[src/rtl/rs232_avm_slave.sv]
// Avalon-MM polled 8N1 UART: RX FIFO/TX/STATUS registers, one fixed wait state per access.
// Define UART_LOOPBACK_EN to feed the TX bit into the RX synchronizer and hold uart_txd high.
module rs232_avm_slave #(
  parameter int CLKS_PER_BIT  = 434,
  parameter int RX_FIFO_DEPTH = 4
) (
  input  logic        avm_clk,
  input  logic        avm_rst,
  input  logic [4:0]  avm_address,
  input  logic        avm_read,
  output logic [31:0] avm_readdata,
  input  logic        avm_write,
  input  logic [31:0] avm_writedata,
  output logic        avm_waitrequest,
  input  logic        uart_rxd,
  output logic        uart_txd
);
  localparam int CW = $clog2(CLKS_PER_BIT);
  localparam int AW = $clog2(RX_FIFO_DEPTH);
  localparam logic [CW-1:0] C_LAST = CW'(CLKS_PER_BIT - 1);
  localparam logic [CW-1:0] C_HALF = CW'(CLKS_PER_BIT / 2 - 1);
  localparam logic [CW-1:0] C_ONE  = CW'(1);
  localparam logic [AW:0]   P_ONE  = (AW+1)'(1);
  localparam logic [4:0]    A_RX   = 5'd0;
  localparam logic [4:0]    A_TX   = 5'd4;
  localparam logic [4:0]    A_ST   = 5'd8;

  typedef enum logic [1:0] {S_IDLE, S_START, S_DATA, S_STOP} uart_st_t;

  logic          w_req, w_first, r_ack, r_pop_ok;
  logic [31:0]   r_rdata, w_rd_val;
  logic          w_rx_pop, w_st_clr, w_tx_wr, w_tx_load, w_tx_idle;
  logic          r_rx_ovr, r_tx_ovr, r_ferr, w_rx_ovr_set, w_tx_ovr_set;
  logic [7:0]    r_mem [RX_FIFO_DEPTH];
  logic [AW:0]   r_wptr, r_rptr;
  logic          w_fifo_full, w_fifo_empty, w_push;
  logic          w_rx_in, r_rx_s1, r_rx_s2, r_rx_s3;
  uart_st_t      r_rx_st, w_rx_st_n, r_tx_st, w_tx_st_n;
  logic [CW-1:0] r_rx_cnt, w_rx_cnt_n, r_tx_cnt, w_tx_cnt_n;
  logic [2:0]    r_rx_bit, w_rx_bit_n, r_tx_bit, w_tx_bit_n;
  logic [7:0]    r_rx_sh, w_rx_sh_n, r_tx_sh, w_tx_sh_n;
  logic          w_rx_push, w_rx_ferr, r_txd, w_txd_n;
  logic          w_unused;

  assign w_req           = avm_read | avm_write;
  assign w_first         = w_req & ~r_ack;
  assign avm_waitrequest = w_first;
  assign avm_readdata    = r_rdata;

  // Side effects only in the ack cycle; pop only if the head was actually returned.
  assign w_rx_pop  = r_ack & avm_read & (avm_address == A_RX) & r_pop_ok;
  assign w_st_clr  = r_ack & avm_read & (avm_address == A_ST);
  assign w_tx_wr   = r_ack & avm_write & (avm_address == A_TX);
  assign w_tx_idle = (r_tx_st == S_IDLE);
  assign w_tx_load    = w_tx_wr & w_tx_idle;
  assign w_tx_ovr_set = w_tx_wr & ~w_tx_idle;

  assign w_fifo_empty = (r_wptr == r_rptr);
  assign w_fifo_full  = (r_wptr[AW] != r_rptr[AW]) && (r_wptr[AW-1:0] == r_rptr[AW-1:0]);
  assign w_push       = w_rx_push & (~w_fifo_full | w_rx_pop);
  assign w_rx_ovr_set = w_rx_push & w_fifo_full & ~w_rx_pop;

  always_comb begin
    w_rd_val = '0;
    if (avm_read) begin
      case (avm_address)
        A_RX:    w_rd_val = {24'b0, w_fifo_empty ? 8'h00 : r_mem[r_rptr[AW-1:0]]};
        A_ST:    w_rd_val = {21'b0, r_ferr, r_tx_ovr, r_rx_ovr, ~w_fifo_empty, w_tx_idle, 6'b0};
        default: w_rd_val = '0;
      endcase
    end
  end

  always_ff @(posedge avm_clk or posedge avm_rst) begin
    if (avm_rst) begin
      r_ack    <= 1'b0;
      r_rdata  <= '0;
      r_pop_ok <= 1'b0;
      r_rx_ovr <= 1'b0;
      r_tx_ovr <= 1'b0;
      r_ferr   <= 1'b0;
      r_wptr   <= '0;
      r_rptr   <= '0;
    end else begin
      r_ack <= w_first;
      if (w_first) begin
        r_rdata  <= w_rd_val;
        r_pop_ok <= avm_read & (avm_address == A_RX) & ~w_fifo_empty;
      end
      r_rx_ovr <= w_rx_ovr_set | (r_rx_ovr & ~w_st_clr);
      r_tx_ovr <= w_tx_ovr_set | (r_tx_ovr & ~w_st_clr);
      r_ferr   <= w_rx_ferr    | (r_ferr   & ~w_st_clr);
      if (w_push)   r_wptr <= r_wptr + P_ONE;
      if (w_rx_pop) r_rptr <= r_rptr + P_ONE;
    end
  end

  always_ff @(posedge avm_clk) begin
    if (w_push) r_mem[r_wptr[AW-1:0]] <= r_rx_sh;
  end

`ifdef UART_LOOPBACK_EN
  assign w_rx_in  = r_txd;
  assign uart_txd = 1'b1;
  assign w_unused = ^{avm_writedata[31:8], uart_rxd};
`else
  assign w_rx_in  = uart_rxd;
  assign uart_txd = r_txd;
  assign w_unused = ^avm_writedata[31:8];
`endif

  always_ff @(posedge avm_clk or posedge avm_rst) begin
    if (avm_rst) begin
      r_rx_s1  <= 1'b1;
      r_rx_s2  <= 1'b1;
      r_rx_s3  <= 1'b1;
      r_rx_st  <= S_IDLE;
      r_rx_cnt <= '0;
      r_rx_bit <= '0;
      r_rx_sh  <= '0;
    end else begin
      r_rx_s1  <= w_rx_in;
      r_rx_s2  <= r_rx_s1;
      r_rx_s3  <= r_rx_s2;
      r_rx_st  <= w_rx_st_n;
      r_rx_cnt <= w_rx_cnt_n;
      r_rx_bit <= w_rx_bit_n;
      r_rx_sh  <= w_rx_sh_n;
    end
  end

  // r_rx_s3 is the previous synchronized level, used only for falling-edge detect.
  always_comb begin
    w_rx_st_n  = r_rx_st;
    w_rx_cnt_n = r_rx_cnt;
    w_rx_bit_n = r_rx_bit;
    w_rx_sh_n  = r_rx_sh;
    w_rx_push  = 1'b0;
    w_rx_ferr  = 1'b0;
    case (r_rx_st)
      S_IDLE: begin
        if (r_rx_s3 & ~r_rx_s2) begin
          w_rx_st_n  = S_START;
          w_rx_cnt_n = '0;
        end
      end
      S_START: begin
        if (r_rx_cnt == C_HALF) begin
          w_rx_cnt_n = '0;
          w_rx_bit_n = '0;
          w_rx_st_n  = r_rx_s2 ? S_IDLE : S_DATA;
        end else begin
          w_rx_cnt_n = r_rx_cnt + C_ONE;
        end
      end
      S_DATA: begin
        if (r_rx_cnt == C_LAST) begin
          w_rx_cnt_n = '0;
          w_rx_sh_n  = {r_rx_s2, r_rx_sh[7:1]};
          w_rx_bit_n = r_rx_bit + 3'd1;
          if (r_rx_bit == 3'd7) w_rx_st_n = S_STOP;
        end else begin
          w_rx_cnt_n = r_rx_cnt + C_ONE;
        end
      end
      S_STOP: begin
        if (r_rx_cnt == C_LAST) begin
          w_rx_cnt_n = '0;
          w_rx_st_n  = S_IDLE;
          w_rx_push  = r_rx_s2;
          w_rx_ferr  = ~r_rx_s2;
        end else begin
          w_rx_cnt_n = r_rx_cnt + C_ONE;
        end
      end
      default: w_rx_st_n = S_IDLE;
    endcase
  end

  always_ff @(posedge avm_clk or posedge avm_rst) begin
    if (avm_rst) begin
      r_tx_st  <= S_IDLE;
      r_tx_cnt <= '0;
      r_tx_bit <= '0;
      r_tx_sh  <= '0;
      r_txd    <= 1'b1;
    end else begin
      r_tx_st  <= w_tx_st_n;
      r_tx_cnt <= w_tx_cnt_n;
      r_tx_bit <= w_tx_bit_n;
      r_tx_sh  <= w_tx_sh_n;
      r_txd    <= w_txd_n;
    end
  end

  always_comb begin
    w_tx_st_n  = r_tx_st;
    w_tx_cnt_n = r_tx_cnt;
    w_tx_bit_n = r_tx_bit;
    w_tx_sh_n  = r_tx_sh;
    w_txd_n    = r_txd;
    case (r_tx_st)
      S_IDLE: begin
        w_txd_n = 1'b1;
        if (w_tx_load) begin
          w_tx_st_n  = S_START;
          w_tx_cnt_n = '0;
          w_tx_sh_n  = avm_writedata[7:0];
          w_txd_n    = 1'b0;
        end
      end
      S_START: begin
        if (r_tx_cnt == C_LAST) begin
          w_tx_st_n  = S_DATA;
          w_tx_cnt_n = '0;
          w_tx_bit_n = '0;
          w_txd_n    = r_tx_sh[0];
        end else begin
          w_tx_cnt_n = r_tx_cnt + C_ONE;
        end
      end
      S_DATA: begin
        if (r_tx_cnt == C_LAST) begin
          w_tx_cnt_n = '0;
          if (r_tx_bit == 3'd7) begin
            w_tx_st_n = S_STOP;
            w_txd_n   = 1'b1;
          end else begin
            w_tx_bit_n = r_tx_bit + 3'd1;
            w_tx_sh_n  = {1'b0, r_tx_sh[7:1]};
            w_txd_n    = r_tx_sh[1];
          end
        end else begin
          w_tx_cnt_n = r_tx_cnt + C_ONE;
        end
      end
      S_STOP: begin
        if (r_tx_cnt == C_LAST) begin
          w_tx_st_n  = S_IDLE;
          w_tx_cnt_n = '0;
        end else begin
          w_tx_cnt_n = r_tx_cnt + C_ONE;
        end
      end
      default: w_tx_st_n = S_IDLE;
    endcase
  end
endmodule

[config.mk]
export PLATFORM = sky130hd
export DESIGN_NAME = rs232_avm_slave
export DESIGN_NICKNAME = d
export VERILOG_FILES = /design/src/rtl/rs232_avm_slave.sv
export SDC_FILE = /design/constraint.sdc
export NUM_CORES = 1
export LEC_CHECK = 0
export BUFFER_PORTS_ARGS = -buffer_cell sky130_fd_sc_hd__buf_2
export CORE_MARGIN = 3
export CORE_UTILIZATION = 40
export CTS_CLUSTER_SIZE = 10
export DETAILED_ROUTE_END_ITERATION = 8
export SLEW_MARGIN = 10
export SYNTH_ARGS = -nofsm -noshare
export SYNTH_HDL_FRONTEND = slang
export SYNTH_SLANG_ARGS = --single-unit
[constraint.sdc]
create_clock -name avm_clk -period 5.3 [get_ports avm_clk]
set_input_delay 0.795 -clock avm_clk [delete_from_list [all_inputs] [get_ports avm_clk]]
set_output_delay 0.795 -clock avm_clk [all_outputs]
set_load 0.01 [all_outputs]
======== Yosys cells after proc, flatten, opt, wreduce, memory -nomap -nowiden ========
Memory sizes are Yosys's and may differ from the RTL's.
Cells that the tools add are included.
cells by class
  reduce and logical (&&, ||, !) cells .... 17
  equality and inequality tests ........... 27
  bitwise operators ....................... 30
  add/sub/neg operators ................... 6
  multiplexer cells ....................... 45
operators with widths
  operator               count
  $mux W9                5
  $mux W8                4
  $pmux W9 S3            1
  $mux W2                11
  $ne A2 B2 Y1 const B   11
  $pmux W11 S2           1
  $add A9 B1 Y9 const B  2
  $and A1 B1 Y1          18
  $eq A9 B9 Y1 const B   2
  $pmux W9 S2            1
  $pmux W2 S4            2
  $pmux W8 S2            1
  $mux W3                5
  $add A3 B1 Y3 const B  4
  $pmux W3 S2            2
  $mux W11               1
  $mux W1                10
  $reduce_and A5 Y1      2
  $eq A9 B8 Y1 const B   1
  $eq A2 B2 Y1 const B   4
  $reduce_and A4 Y1      2
  $not A1 Y1             7
  $eq A3 B3 Y1 const B   2
  $reduce_and A3 Y1      2
  other kinds (16)       24
word-level totals
  memories ................................ 1
  output and inout port bits .............. 34
  logic and storage cells ................. 146
  register bits after elaboration ......... 91
  RAM bits ................................ 32
  bits of input ports ..................... 42
memory list
  name   depth  width  rd ports  clocked after memory_dff  write ports  line  RTL
  r_mem  4      8      1         0                         1            34    logic [7:0] r_mem [RX_FIFO_DEPTH];

======== Depth between registers and ports, before layout ========
Gate-level depths: netlist (run 1).
  depth in word-level cells ............... 7
  depth in mapped cells ................... 8

======== Worst setup path after synthesis (run 1) ========
No wires, ideal clock.
  kind .................................... input -> output
  start point ............................. in avm_write
  end point ............................... out avm_waitrequest
  setup slack ............................. 3.005 ns
  path buffers ............................ 1
  stages .................................. 3
  arrival time ............................ 1.500 ns
  cell sequence ........................... o21bai_1 clkbuf_1 inv_1
on the way
  cells in the longest elaborated chain, start to end .. 2
RTL lines
  what                line  RTL
  start: declaration  12    input logic avm_write,
  $or A1 B1 Y1        45    assign w_req = avm_read | avm_write;
  $and A1 B1 Y1       46    assign w_first = w_req & ~r_ack;
  end: declaration    14    output logic avm_waitrequest,
Every way passes these cells.

======== Worst setup path after layout (run 1) ========
  start point ............................. reg r_tx_st[0]
  end point ............................... reg r_tx_sh[7]
on the way
  cells in the longest elaborated chain, start to end .. 4
  elaborated cells between the ends (all ways) .. 9
RTL lines
  what                                line     RTL
  start: declaration                  38       uart_st_t r_rx_st, w_rx_st_n, r_tx_st, w_tx_st_n;
  start signal: assignment            188      r_tx_st <= w_tx_st_n;
  $logic_not A2 Y1                    54, 202
  $and A1 B1 Y1                       55       assign w_tx_load = w_tx_wr & w_tx_idle;
  $ne A2 B2 Y1 (no source line)       n/a
  $reduce_and A4 Y1 (no source line)  n/a
  end signal: assignment              191      r_tx_sh <= w_tx_sh_n;
  end: declaration                    41       logic [7:0] r_rx_sh, w_rx_sh_n, r_tx_sh, w_tx_sh_n;
Parallel ways exist; a longest one is shown, timed or not.
A chain may end at the register's enable or synchronous reset.

==> results of run 1 <==
worst paths after layout:
path | from | to | slack, ns | cells past startpoint
worst min-delay path | r_rx_s1 | r_rx_s2 | 0.36 | 0
worst max-delay path | r_tx_st[0] | r_tx_sh[7] | 2.79 | 6
worst min register to register | r_rx_s1 | r_rx_s2 | 0.36 | 0
worst max register to register | r_tx_st[0] | r_tx_sh[7] | 2.79 | 6
max in group asynchronous | avm_rst | r_rx_sh[6] | 3.99 | 3
min in group asynchronous | avm_rst | r_tx_cnt[7] | 0.70 | 3
synth_stat cells, types with 4 or more instances:
| cell | number | share of area (%) |
|---|---|---|
| sky130_fd_sc_hd__dfrtp_1 | 66 | 33 |
| sky130_fd_sc_hd__edfxtp_1 | 32 | 19 |
| sky130_fd_sc_hd__nand2_1 | 29 | 2.2 |
| sky130_fd_sc_hd__inv_1 | 25 | 1.9 |
| sky130_fd_sc_hd__o21ai_0 | 23 | 2.3 |
| sky130_fd_sc_hd__buf_4 | 22 | 3.3 |
| sky130_fd_sc_hd__ha_1 | 19 | 4.7 |
| sky130_fd_sc_hd__a21oi_1 | 18 | 1.8 |
| sky130_fd_sc_hd__mux2_2 | 18 | 4.0 |
| sky130_fd_sc_hd__nand3_1 | 13 | 1.3 |
| sky130_fd_sc_hd__nor2_1 | 10 | 0.75 |
| sky130_fd_sc_hd__mux2_4 | 8 | 2.4 |
| sky130_fd_sc_hd__mux4_2 | 8 | 3.6 |
| sky130_fd_sc_hd__nand4_1 | 8 | 0.99 |
| sky130_fd_sc_hd__buf_2 | 7 | 0.70 |
| sky130_fd_sc_hd__o31ai_1 | 7 | 1.0 |
| sky130_fd_sc_hd__a22o_1 | 6 | 1.0 |
| sky130_fd_sc_hd__xnor2_1 | 6 | 1.0 |
| sky130_fd_sc_hd__and2_1 | 5 | 0.62 |
| sky130_fd_sc_hd__nor2b_1 | 5 | 0.62 |
| sky130_fd_sc_hd__or4_1 | 5 | 0.75 |
| sky130_fd_sc_hd__a22oi_1 | 4 | 0.60 |
| sky130_fd_sc_hd__clkbuf_1 | 4 | 0.30 |
| sky130_fd_sc_hd__dfstp_2 | 4 | 2.1 |
| sky130_fd_sc_hd__nand2b_1 | 4 | 0.50 |
| sky130_fd_sc_hd__o22ai_1 | 4 | 0.50 |
| sky130_fd_sc_hd__o2bb2ai_1 | 4 | 0.70 |
stage by stage:
stage,util (%),setup slack [ns],instances
after floorplan,-,2.74,430
after global placement,43.2,2.53,595
after detailed placement,43.2,2.51,595
after CTS,45.9,2.77,611
after global routing,45.9,2.62,611
final,45.9,2.79,611
final cells by class:
type,count,area share (%)
clock buffers,11,4.35
inverters,25,1.68
multi-input cells,268,37.1
flip-flops and latches,102,48.7
well taps,168,3.77
clock inverters,5,1.48
repair buffers,32,2.96
flip-flops by register name, summed over array words and instances, names as in the netlist, 2 cells and up, named ones only:
register      flops
r_mem            32
avm_readdata     11
r_rx_cnt          9
r_tx_cnt          9
r_rx_sh           8
r_tx_sh           8
r_rptr            3
r_rx_bit          3
r_tx_bit          3
r_wptr            3
r_tx_st           2
cell families after synthesis:
| family | Yosys count |
|---|---|
| xor gates and xnor gates | 8 |
| muxes | 37 |
| buffers and inverters | 60 |
| and+or+nand+nor | 103 |
| DFF | 102 |
| AOI/OAI and AO/OA | 80 |
| adders and majority gates | 19 |
| other | 1 |
metal layers:
metal / share of wire [%] / up-vias
met4: 2.5 / 0
li1: - / 1514
met1: 46 / 1555
met5: 0 / -
met3: 4.8 / 15
met2: 46 / 77
power by group through the flow:
stage / clock (uW) / sequential, uW / combinational (uW)
4_1_cts: 734 / 978 / 507
3_3_place_gp: 0 / 988 / 486
2_1_floorplan: 0 / 965 / 434
5_1_grt: 759 / 994 / 557
6_report: 711 / 979 / 497
3_5_place_dp: 0 / 993 / 501
==> impl_metrics.toml, run 1 <==
[grt]
grt.total_usage_pct = 14.0
grt-busiest-layer = "met2"
antenna_found_initial = 0
maximum_number_of_pins_on_one_net_before_global_route_repair = 71
grt_pass1_vias = 3118
grt-ovfl-total = 0
met2_usage_pct = 22.0
met1_usage_pct = 18.5
gr-usage-met3_pct = 3.16
first_pass_grt_wire_length_um = 15800

[clock_tree]
clock_latency_on_the_worst_skew_pair_ns = 0.35
cts_sinks = 102
tritoncts.num_buffers = 9
post_cts.resized_instances = 0
post_cts_setup_bufs = 0
cts.root.buffer_cell = "sky130_fd_sc_hd__clkbuf_16"
clk_transition_reported_paths_ns = 0.07
cts_max_level = 3
longest_clk_path_bufs = 2
tritoncts = "built"
hold_bufs_inserted_after_cts = 0

[timing]
hold-worst-slack_ns = 0.358
final_sum_of_negative_setup_slack_ns = 0
timing.fmax_mhz = 398
worst_pin_slew_ns = 1.13
final-hold-violation-count = 0
setup_violations = 0
final_clock_period_utilization_by_the_worst_path_pct = 47.4
maxSlewHeadroom_pct = 24.5
skew_ns = 0.00434
final.min_clock_period_ns = 2.51
grt_setup_unrepaired = "no"
finalMaxSlewViolations = 0

[drt]
routed_wirelength_um = 9400
count_of_tritonroute_iterations_in_the_first_routing_pass = 4
viasPerCell = 5.17
post-route-drc-count = 0
initialDrtViolationCount = 244
drtAntennaViolNets = 0
num_vias = 3161
drt-wirelength-per-cell_um = 15.4

[synthesis]
synthXorXnorAreaFrac_pct = 1.39
syn_inst = 410
synth_top_family_by_area = "simple AND/OR/NAND/NOR gates"
synth.ff_latch_count = 102
post_synth_mux_area_share_pct = 10.6
synthSimpleGateAreaFrac_pct = 12.2
synth_flop_cell = "sky130_fd_sc_hd__dfrtp_1"
synth.yosys.seq_area_share_pct = 54.0
yosysUniqueCellTypes = 59
ys.warnings.count = 0
netlist_area_sq_mm = 0.00503
synth_edf_count = 32
synth_fa_ha_area_share_pct = 4.72
synth-compound-area-share_pct = 10.6
synthArstFlopShare_pct = 68.6
syn_area_per_cell_sq_um = 12.3

[worst_setup_path]
crit_path_cell_trace = "inv_1 > ha_1 > inv_1 > a41oi_2 > a21o_1 > mux2_4"
critical_path.startpoint_type = "flip-flop"
timing.critical_path.fanout_max = 21
cp.arrival_ns = 2.74
timing.critical_path.required_ns = 5.53
critical_path.slowest_cell = "sky130_fd_sc_hd__a41oi_2"
cp_top_family = "compound AO/OA/AOI/OAI gates"
critical_path_buf_inv_count = 2
timing.critical_path.mode_cell = "sky130_fd_sc_hd__inv_1"
worstSetupPathType = "reg -> reg"
slowest_delay_ns = 0.68
type_of_element_capturing_the_critical_path = "flip-flop"

[cells_and_area]
syn2layout_area_growth_pct = 10.8
most_common_library_cell_in_the_layout_ignoring_fill_and_taps = "sky130_fd_sc_hd__dfrtp_1"
register_area_sq_mm = 0.00272
post_route_cells_drive_above_1_share_pct = 22.1
insertedDiodeCount = 0
number_of_nets_in_the_layout = 499
multiInputGateArea_sq_mm = 0.00207
layout_common_cells = "sky130_fd_sc_hd__dfrtp_1, sky130_fd_sc_hd__edfxtp_1, sky130_fd_sc_hd__buf_2, sky130_fd_sc_hd__nand2_1, sky130_fd_sc_hd__inv_1"
final_area_sq_mm = 0.00558
fill_cells = 1118

[hold_path]
worstHoldPathType = "reg -> reg"

[die]
dieArea_sq_mm = 0.0140
start_util_pct = 41.4
core_sq_mm = 0.0122
chipWidth_um = 118
rows = 40
ioPinCount = 76
y_dimension_of_the_die_um = 118

[run_status]
result_of_the_run = "finished, final reports clean"

[run]
max-cap-violations = 0

[place]
globalplace.congestion = 0.805
post-dp-hpwl_um = 6370
port_buffers = 30
placement.cell_area_sq_mm = 0.00526

[power_and_ir_drop]
power_per_cell_area_mw_per_mm2 = 392
p_switching_uw = 629
power_report.internal_total_uw = 1560
power.leakage_uw = 0.00242
relative_contribution_of_combinational_cells_to_total_power_pct = 22.7
switching_share_pct = 28.8
power.total_uw = 2190
max-vdd-ir-drop_mv = 0.228
seq_power_share_pct = 44.8
p_clk_share_pct = 32.5
(Power assumes the default switching activity.)
==> run 2, diff against run 1 <==
--- a/config.mk
+++ b/config.mk
@@ -5,6 +5,7 @@
 export SDC_FILE = /design/constraint.sdc
 export NUM_CORES = 1
 export LEC_CHECK = 0
+export ABC_AREA = 1
 export BUFFER_PORTS_ARGS = -buffer_cell sky130_fd_sc_hd__buf_2
 export CORE_MARGIN = 3
 export CORE_UTILIZATION = 40
==> constraint.sdc (replaced) <==
create_clock -name avm_clk -period 2.53 [get_ports avm_clk]
set_input_delay 0.3795 -clock avm_clk [delete_from_list [all_inputs] [get_ports avm_clk]]
set_output_delay 0.3795 -clock avm_clk [all_outputs]
set_load 0.01 [all_outputs]
==> run 2 against run 1 <==
Cell count up 24%. Power up 110%. Routed wire length down 3.1%. Global-route usage up 0.070 points. Sequential share of layout area down 0.18 points. Final area up 0.38%. Highest routed layer unchanged. Flip-flop and latch count unchanged. Sequential power up 100%. Count of clock-buffer cells in the layout down 2.
==> impl_metrics.toml, run 2 <==
[run_status]
result_of_the_run = "finished, final reports clean"

[clock_tree]
tritoncts = "built"
cts_max_level = 3
clock_latency_on_the_worst_skew_pair_ns = 0.35
hold_bufs_inserted_after_cts = 0
clk_transition_reported_paths_ns = 0.07
longest_clk_path_bufs = 2
cts.root.buffer_cell = "sky130_fd_sc_hd__clkbuf_16"
post_cts.resized_instances = 0
cts_sinks = 102
tritoncts.num_buffers = 9
post_cts_setup_bufs = 0

[synthesis]
synth.top_cells.by_count = "sky130_fd_sc_hd__nand2_1, sky130_fd_sc_hd__dfrtp_1, sky130_fd_sc_hd__inv_1, sky130_fd_sc_hd__nor2_1, sky130_fd_sc_hd__nand3_1"
synth.yosys.seq_area_share_pct = 54.3
synth_flop_cell = "sky130_fd_sc_hd__dfrtp_1"
synth_top_cell_area_share_pct = 33.0
syn_area_per_cell_sq_um = 9.20
most_repeated_cell_in_the_gate_level_netlist_after_synthesis = "sky130_fd_sc_hd__nand2_1"
netlist_area_sq_mm = 0.00500
synthArstFlopShare_pct = 68.6
synth.ff_latch_count = 102
synth_edf_count = 32
ys.warnings.count = 0
syn_inst = 544
yosys-top-cells-area = "sky130_fd_sc_hd__dfrtp_1, sky130_fd_sc_hd__edfxtp_1, sky130_fd_sc_hd__nand2_1"
yosysUniqueCellTypes = 40
synth.largest_area_cell = "sky130_fd_sc_hd__dfrtp_1"

[cells_and_area]
syn2layout_area_growth_pct = 11.9
layout_common_cells = "sky130_fd_sc_hd__nand2_1, sky130_fd_sc_hd__dfrtp_1, sky130_fd_sc_hd__inv_1, sky130_fd_sc_hd__nor2_1, sky130_fd_sc_hd__nand3_1"
most_common_library_cell_in_the_layout_ignoring_fill_and_taps = "sky130_fd_sc_hd__nand2_1"
number_of_nets_in_the_layout = 644
largest_reg_flops = 32
post-route-util_pct = 46.3
insertedDiodeCount = 0
post_route_cells_drive_above_1_share_pct = 12.9

[timing]
finalMaxSlewViolations = 0
postLayoutSetupSlackWorst_ns = 0.598
final_clock_period_utilization_by_the_worst_path_pct = 76.4
skew_ns = 0.00763
final-hold-violation-count = 0
grt_setup_unrepaired = "no"
final_sum_of_negative_setup_slack_ns = 0
timing.fmax_mhz = 518
setup_violations = 0
final.min_clock_period_ns = 1.93

[power_and_ir_drop]
power.leakage_uw = 0.00270
max-vdd-ir-drop_mv = 0.412
power_per_cell_area_mw_per_mm2 = 805
p_switching_uw = 1490
p_clk_share_pct = 30.8
relative_contribution_of_combinational_cells_to_total_power_pct = 25.1
seq_power_share_pct = 44.1
power_report.internal_total_uw = 3020
switching_share_pct = 33.1

[drt]
drt-wirelength-per-cell_um = 12.0
viasPerCell = 4.72
routed_wirelength_um = 9110
drtAntennaViolNets = 0
num_vias = 3570
initialDrtViolationCount = 270
post-route-drc-count = 0
count_of_tritonroute_iterations_in_the_first_routing_pass = 5

[die]
y_dimension_of_the_die_um = 118
rows = 40
start_util_pct = 41.3
chipWidth_um = 118
core_sq_mm = 0.0121
ioPinCount = 76
dieArea_sq_mm = 0.0139

[hold_path]
worstHoldPathType = "in -> async"

[place]
globalplace.congestion = 0.828
preCtsSetupSlack_ns = 0.594
post-dp-hpwl_um = 6510
port_buffers = 30

[worst_setup_path]
timing.critical_path.mode_cell = "sky130_fd_sc_hd__nand2_4"
timing.critical_path.fanout_max = 8
cp_top_family = "simple AND/OR/NAND/NOR gates"
worstSetupPathType = "reg -> reg"
type_of_element_capturing_the_critical_path = "flip-flop"
cp.arrival_ns = 1.99
crit_path_cell_trace = "inv_1 > ha_1 > nand2_1 > nor2_2 > nand2_2 > inv_4 > nand2_4 > nor2_8 > nand2_4 > nor2_1 > buf_4"
timing.critical_path.required_ns = 2.59
critical_path.slowest_cell = "sky130_fd_sc_hd__dfrtp_1"
slowest_delay_ns = 0.40
critical_path.startpoint_type = "flip-flop"
critical_path_buf_inv_count = 3

[grt]
maximum_number_of_pins_on_one_net_before_global_route_repair = 71
antenna_found_initial = 0
grt_pass1_vias = 3400
first_pass_grt_wire_length_um = 15800
grt.total_usage_pct = 14.1
grt-ovfl-total = 0

[run]
max-cap-violations = 0
==> run 2: cell count changes in the layout (fill, tap and decap cells not counted), sizes merged, moves of 6 or more <==
cell | before | now
inv | 26 | 56
mux4 | 8 | 0
o21ai | 23 | 41
mux2 | 27 | 0
nor2b | 6 | 0
nand2 | 29 | 164
nand3 | 13 | 36
buf | 32 | 38
o31ai | 7 | 0
nor2 | 10 | 42
==> run 2: metrics by stage <==
stage                     std cells  cell area [sq um]  hold slack, ns  power [uW]
after detailed placement        740               5300           0.352        3150
final                           756               5600           0.106        4510
after floorplan                 564               5080           0.345        2950
after global placement          740               5300           0.349        3130
after CTS                       756               5600           0.111        4570
after global routing            756               5600           0.114        4840
==> run 2: final cells by class <==
| type | instances | area (sq um) |
|---|---|---|
| Fill cell | 1175 | 6510 |
| Sequential cell | 102 | 2720 |
| Multi-Input combinational cell | 377 | 1940 |
| Clock buffer | 9 | 225 |
| Timing Repair Buffer | 38 | 223 |
| Tap cell | 168 | 210 |
| Inverter | 55 | 209 |
| Clock inverter | 7 | 81.3 |
==> run 2: logic make-up (layout without fill, tap and decap cells) <==
group / count (synthesis) / after routing / synth area share, %
flip-flops: 102 / 102 / 54.3
AND/OR/NAND/NOR: 253 / 253 / 21.4
adder cells (fa/ha/maj): 19 / 19 / 4.75
buffers and inverters: 85 / 109 / 8.53
other: 1 / 21 / 0.0749
AO/OA/AOI/OAI: 75 / 75 / 9.38
XOR/XNOR: 9 / 9 / 1.58
==> run 2: routing by layer <==
metal / track usage (%) / vias to the layer above / wire length [um] / share of wire [%]
met5: 0 / - / 0 / 0
met1: 18.8 / 1676 / 4370 / 48
li1: - / 1810 / - / -
met3: 4.47 / 15 / 401 / 4.4
met4: 5.42 / 0 / 160 / 1.8
met2: 21.5 / 69 / 4180 / 46
==> run 2: final timing paths <==
kind / start / endpoint / slack [ns] / depth (start not counted)
setup / recovery: r_rx_cnt[1] / r_mem[0][6] / 0.60 / 11
hold / removal: avm_rst / r_tx_cnt[8] / 0.11 / 3
min in group avm_clk: uart_rxd / r_rx_s1 / 0.13 / 1
max in group asynchronous: avm_rst / uart_txd / 2.10 / 3
setup reg to reg: r_rx_cnt[1] / r_mem[0][6] / 0.60 / 11
hold reg to reg: r_rx_s1 / r_rx_s2 / 0.36 / 0
==> run 2: tightest hold or removal path, delay by kind of cell <==
| family | cells | cell delay (ns) |
|---|---|---|
| buffers and inverters | 3 | 0.47 |
==> run 2: power by group through the flow <==
stage,registers (uW),clock network (uW),logic (uW)
6_report,1990,1390,1130
5_1_grt,2010,1520,1310
4_1_cts,1980,1450,1140
3_5_place_dp,2010,0,1140
3_3_place_gp,2010,0,1120
2_1_floorplan,1990,0,958
